## src/rtl/mem_wb_stage.sv

```systemverilog
// mem_wb_stage
// Memory-access and write-back stage of the 5-stage MIPS pipeline. Takes the
// EX/MEM slot, runs loads and stores against data memory over a req/ack
// handshake (stalling upstream while an access is outstanding), extracts and
// extends sub-word loads (big-endian lanes) and drives the register file
// write port back to decode.
//
// Ports:
//   clk, rst                 clock (rising edge), synchronous active-low reset
//   ex_valid                 EX/MEM slot holds a live instruction
//   alu_result               ALU result, or effective address for memory ops
//   store_data               rt value for stores
//   dest_reg                 destination register
//   m                        {size[1:0], mem_read, mem_write}
//                            size: 00 word, 01 byte signed, 10 half unsigned,
//                            11 byte unsigned
//   wb                       {reg_write, mem_to_reg}
//   mem_stall                hold PC/IF/ID/EX this cycle
//   dmem_req/we/addr/wdata/be  data memory request (held stable in ACCESS)
//   dmem_ack, dmem_rdata     request complete, read word valid this cycle
//   reg_write, write_register, write_data_reg  register file write port
//   misalign                 one-cycle address-error pulse
module mem_wb_stage #(
  parameter int ADDR_W = 32
) (
  input  logic              clk,
  input  logic              rst,
  input  logic              ex_valid,
  input  logic [31:0]       alu_result,
  input  logic [31:0]       store_data,
  input  logic [4:0]        dest_reg,
  input  logic [3:0]        m,
  input  logic [1:0]        wb,
  output logic              mem_stall,
  output logic              dmem_req,
  output logic              dmem_we,
  output logic [ADDR_W-1:0] dmem_addr,
  output logic [31:0]       dmem_wdata,
  output logic [3:0]        dmem_be,
  input  logic              dmem_ack,
  input  logic [31:0]       dmem_rdata,
  output logic              reg_write,
  output logic [4:0]        write_register,
  output logic [31:0]       write_data_reg,
  output logic              misalign
);

  typedef enum logic {IDLE, ACCESS} state_t;

  state_t state, state_nx;

  logic              is_read_in;
  logic              is_mem_in;
  logic [1:0]        size_in;
  logic              aligned_in;
  logic              accept;
  logic [ADDR_W-1:0] addr_in;
  logic [3:0]        be_in;
  logic [31:0]       wdata_in;

  logic [1:0]        off_q;
  logic [1:0]        size_q;
  logic              read_q;
  logic [4:0]        dest_q;
  logic              rw_q;

  logic [7:0]        lane_byte;
  logic [15:0]       lane_half;
  logic [31:0]       load_data;

  // mem_to_reg is implied by the op itself: loads always write the loaded
  // value, everything else writes the ALU result.
  logic              unused_bits;
  assign unused_bits = wb[0];

  // Decode of the incoming slot; read wins when both mem bits are set.
  assign is_read_in = m[1];
  assign is_mem_in  = m[1] | m[0];
  assign size_in    = m[3:2];
  assign addr_in    = alu_result[ADDR_W-1:0];
  assign accept     = (state == IDLE) && ex_valid && is_mem_in && aligned_in;

  // Word ops need both low address bits clear, half ops only bit 0; bytes
  // are always aligned.
  always_comb begin
    aligned_in = 1'b1;
    case (size_in)
      2'b00:   aligned_in = (alu_result[1:0] == 2'b00);
      2'b10:   aligned_in = ~alu_result[0];
      default: aligned_in = 1'b1;
    endcase
  end

  // Request lanes. Loads read the full word; stores replicate the datum
  // across all lanes and let the byte enables pick the target.
  always_comb begin
    be_in    = 4'b1111;
    wdata_in = 32'd0;
    if (!is_read_in) begin
      case (size_in)
        2'b00: wdata_in = store_data;
        2'b10: begin
          be_in    = alu_result[1] ? 4'b0011 : 4'b1100;
          wdata_in = {2{store_data[15:0]}};
        end
        default: begin
          be_in    = 4'b1000 >> alu_result[1:0];
          wdata_in = {4{store_data[7:0]}};
        end
      endcase
    end
  end

  // Big-endian extraction of the loaded value: offset 0 is bits [31:24].
  always_comb begin
    lane_byte = dmem_rdata[31:24];
    case (off_q)
      2'd0: lane_byte = dmem_rdata[31:24];
      2'd1: lane_byte = dmem_rdata[23:16];
      2'd2: lane_byte = dmem_rdata[15:8];
      2'd3: lane_byte = dmem_rdata[7:0];
    endcase
    lane_half = off_q[1] ? dmem_rdata[15:0] : dmem_rdata[31:16];
    load_data = dmem_rdata;
    case (size_q)
      2'b00: load_data = dmem_rdata;
      2'b01: load_data = {{24{lane_byte[7]}}, lane_byte};
      2'b10: load_data = {16'd0, lane_half};
      2'b11: load_data = {24'd0, lane_byte};
    endcase
  end

  // State register.
  always_ff @(posedge clk) begin
    if (!rst) state <= IDLE;
    else      state <= state_nx;
  end

  // Next state and stall. The stall is raised in the accept cycle and held
  // until the ack cycle, so upstream advances on the same edge as the ack.
  always_comb begin
    state_nx  = state;
    mem_stall = 1'b0;
    case (state)
      IDLE: begin
        if (accept) begin
          state_nx  = ACCESS;
          mem_stall = 1'b1;
        end
      end
      ACCESS: begin
        mem_stall = ~dmem_ack;
        if (dmem_ack) state_nx = IDLE;
      end
      default: state_nx = IDLE;
    endcase
  end

  // Datapath registers. reg_write and misalign default low every cycle so
  // they can only ever be single-cycle pulses. The request fields are only
  // loaded on accept, which keeps them stable for the whole access.
  always_ff @(posedge clk) begin
    if (!rst) begin
      dmem_req       <= 1'b0;
      dmem_we        <= 1'b0;
      dmem_addr      <= '0;
      dmem_wdata     <= 32'd0;
      dmem_be        <= 4'd0;
      reg_write      <= 1'b0;
      write_register <= 5'd0;
      write_data_reg <= 32'd0;
      misalign       <= 1'b0;
      off_q          <= 2'd0;
      size_q         <= 2'd0;
      read_q         <= 1'b0;
      dest_q         <= 5'd0;
      rw_q           <= 1'b0;
    end else begin
      reg_write <= 1'b0;
      misalign  <= 1'b0;
      case (state)
        IDLE: begin
          if (ex_valid) begin
            if (!is_mem_in) begin
              reg_write      <= wb[1] & (dest_reg != 5'd0);
              write_register <= dest_reg;
              write_data_reg <= alu_result;
            end else if (!aligned_in) begin
              misalign <= 1'b1;
            end else begin
              dmem_req   <= 1'b1;
              dmem_we    <= ~is_read_in;
              dmem_addr  <= {addr_in[ADDR_W-1:2], 2'b00};
              dmem_be    <= be_in;
              dmem_wdata <= wdata_in;
              off_q      <= alu_result[1:0];
              size_q     <= size_in;
              read_q     <= is_read_in;
              dest_q     <= dest_reg;
              rw_q       <= wb[1];
            end
          end
        end
        ACCESS: begin
          if (dmem_ack) begin
            dmem_req <= 1'b0;
            if (read_q) begin
              reg_write      <= rw_q & (dest_q != 5'd0);
              write_register <= dest_q;
              write_data_reg <= load_data;
            end
          end
        end
        default: ;
      endcase
    end
  end

endmodule

```

## config.mk

```make
export PLATFORM = sky130hd
export DESIGN_NAME = mem_wb_stage
export DESIGN_NICKNAME = d
export VERILOG_FILES = /design/src/rtl/mem_wb_stage.sv
export SDC_FILE = /design/constraint.sdc
export NUM_CORES = 1
export LEC_CHECK = 0
export ABC_AREA = 1
export CORE_MARGIN = 8
export CORE_UTILIZATION = 30
export DETAILED_ROUTE_END_ITERATION = 10
export GPL_ROUTABILITY_DRIVEN = 1
export MAX_ROUTING_LAYER = met4
export PLACE_DENSITY = 0.67
export SYNTH_ARGS = -nofsm -noshare
export SYNTH_HDL_FRONTEND = slang
export SYNTH_SLANG_ARGS = --single-unit
```

## constraint.sdc

```tcl
create_clock -name clk -period 3.3 [get_ports clk]
set_input_delay 0.495 -clock clk [delete_from_list [all_inputs] [get_ports clk]]
set_output_delay 0.495 -clock clk [all_outputs]
set_load 0.05 [all_outputs]
```

==> impl_metrics.ini <==
[global_routing]
overflow = 0
grt_usage = 0.182
antenna_found_initial = 0
grt_max_degree = 82
first_global_vias = 5829
grt_pass1_wl_um = 32500

[floorplan]
dieArea_um2 = 23300
die_h_um = 153
die_w_um = 153
initial_utilization = 0.302
ios = 221
core_area_um2 = 18500
std_cell_rows = 50

[timing]
rsz0062_at_grt = false
slew_viol_final = 0
skew_ns = 0.00569
timing.slew.headroom = 0.493
fmax_mhz = 400
worstMarginPinSlew_ns = 0.760
setup_tns_ns = 0
finalCritPeriodShare = 0.759
fin_crit_ns = 2.50
finalHoldViolCount = 0
setup_viol = 0

[setup_path]
cp.required_ns = 2.80
arrival_ns = 2.01
setup.worst_path.start = m[2]
worst-setup-path-type = input pin to output pin
timing.rr.start = state$_SDFF_PN0_
r2r_cells = 9
rrSetupSlack_ns = 1.06
start_kind = input pin
cp-end-kind = output pin
endpoint = mem_stall
path_max_fanout = 23
r2r_end = write_data_reg[13]$_SDFFE_PN0P_

[final_layout]
nNetsFinal = 1109
instances_no_fill = 1245
multiInputGateArea_um2 = 2640
mostFrequentLayoutCell = nand2_1
antenna_cells = 0
layout-drive-gt1-share = 0.0653
fillers = 1899
ff_latch_area_um2 = 2380
final_cell_mix = nand2_1 (232), clkdlybuf4s50_1 (215), a21oi_1 (139)
syn2layout_area_growth_pct = 50.1

[power_and_ir_drop]
irDropWorstVdd_v = 0.000349
power-per-cell-area_nw_per_um2 = 546
combPwrFrac = 0.232
clkPwrFrac = 0.422
p_int_uw = 3150
switching_share = 0.312
power.leakage_uw = 0.00346
p_seq_frac = 0.346
total_switching_power_uw = 1430

[logic_synthesis]
syn_inst = 809
synth_ff_type = dfxtp_1
yosysUniqueCellTypes = 33
syn_avg_cell_area_um2 = 6.92
yosysWarnings = 0
synthArstFlopShare = 0
synth_edf_count = 0
synth-seq-area-share = 0.426
ys_ff_latch = 119
yosys.area.top_type_share = 0.426
syn_area_um2 = 5600
synth_area_leaders = dfxtp_1 (43%), nand2_1 (16%), a21oi_1 (12%)
synth_area_leader_cell = dfxtp_1

[clock_tree]
clock-root-buffer = clkbuf_16
post_cts_buffers = 0
cts.path.max_buffers = 2
tritoncts = done
ctsResizeCount = 0
h-tree-depth = 4
insertion_delay_ns = 0.41
cts.clk_slew.worst_paths_ns = 0.06
cts_made_buffers = 17
cts_sinks = 119
cts_hold_buf = 0

[routing]
route.met2.wl_um = 9230
drt_iter0_drc = 292
drc_errors = 0
dr.pass1.iters = 5
wl_um = 20700
wl_per_cell_um = 16.7
wl_met1_um = 9130
top_layer = met4
wl_met3_um = 2050
viasPerCell = 4.75
vias = 5914
ant_nets = 0

[hold_path]
holdCritPathClass = register to register

[flow_run]
drv_cap = 0

[place]
placed_cells = 1213
globalplace.congestion = 0.866
portBuffers = 217
dp_hpwl_um = 15000

[run_status]
run_status = finished, final reports clean
[cells by family after synthesis]
kind of cell,after synthesis,synth area share
and+or+nand+nor,338,0.249
AOI/OAI and AO/OA,241,0.222
DFF,119,0.426
buffers and inverters,110,0.103
other,1,0.000670
[area by class of cell]
| class | count | area share |
|---|---|---|
| tap | 234 | 0.0349 |
| timing repair buffer | 226 | 0.269 |
| inverter | 53 | 0.0241 |
| sequential | 119 | 0.284 |
| clock buffer | 19 | 0.0539 |
| multi-input combinational | 581 | 0.315 |
| clock inverter | 13 | 0.0203 |
[cells in the mapped netlist (3+ instances only)]
| cell type | count |
|---|---|
| a21oi_1 | 139 |
| a31oi_1 | 5 |
| buf_1 | 3 |
| buf_2 | 16 |
| buf_4 | 11 |
| buf_6 | 8 |
| clkbuf_1 | 16 |
| dfxtp_1 | 119 |
| inv_1 | 49 |
| nand2_1 | 232 |
| nand3_1 | 26 |
| nor2_1 | 57 |
| nor2_2 | 4 |
| nor2_4 | 3 |
| o21a_1 | 5 |
| o21ai_0 | 71 |
| o21ai_1 | 20 |
| or2_2 | 5 |
[layer usage]
layer  up-vias  GRT usage
met5         -          -
met2       224      0.278
met4         0     0.0584
li1       3015          -
met1      2654      0.216
met3        21     0.0718
[power groups by stage]
| stage | clock [uW] | combinational, uW | sequential [uW] |
|---|---|---|---|
| after floorplan | 0 | 393 | 1900 |
| after global placement | 0 | 1070 | 1610 |
| after detailed placement | 0 | 1070 | 1620 |
| after CTS | 1990 | 1080 | 1590 |
| after global routing | 2050 | 1150 | 1600 |
| final | 1930 | 1070 | 1590 |
[critical path: stages]
cell,delay [ns]
clkdlybuf4s50_1,0.42
inv_1,0.32
o211ai_4,0.17
nand2_4,0.27
nand2_1,0.15
buf_12,0.17
[how the worst min path moves through the flow]
| stage | start | to | slack, ns | cells past startpoint |
|---|---|---|---|---|
| 2_1_floorplan | dest_q[3]$_SDFFE_PN0P_ | dest_q[3]$_SDFFE_PN0P_ | 0.44 | 2 |
| 3_3_place_gp | dmem_we$_SDFFE_PN0P_ | dmem_we$_SDFFE_PN0P_ | 0.45 | 2 |
| 3_5_place_dp | dmem_wdata[26]$_SDFFE_PN0P_ | dmem_wdata[26]$_SDFFE_PN0P_ | 0.46 | 2 |
| 4_1_cts | dmem_wdata[26]$_SDFFE_PN0P_ | dmem_wdata[26]$_SDFFE_PN0P_ | 0.46 | 2 |
| 5_1_grt | dmem_wdata[0]$_SDFFE_PN0P_ | dmem_wdata[0]$_SDFFE_PN0P_ | 0.48 | 2 |
| 6_report | dmem_wdata[0]$_SDFFE_PN0P_ | dmem_wdata[0]$_SDFFE_PN0P_ | 0.46 | 2 |
[per-stage QoR]
stage	area (um2)	setup WS, ns	hold slack, ns	util	power (uW)
finish	8400	0.797	0.462	0.454	4590
global route	8400	0.677	0.481	0.454	4810
CTS	8400	0.763	0.464	0.454	4660
detailed placement	7780	0.580	0.457	0.420	2690
global placement	7780	0.647	0.447	0.420	2680
floorplan	5600	1.33	0.445	-	2290
Power figures use the tool's default switching activity.
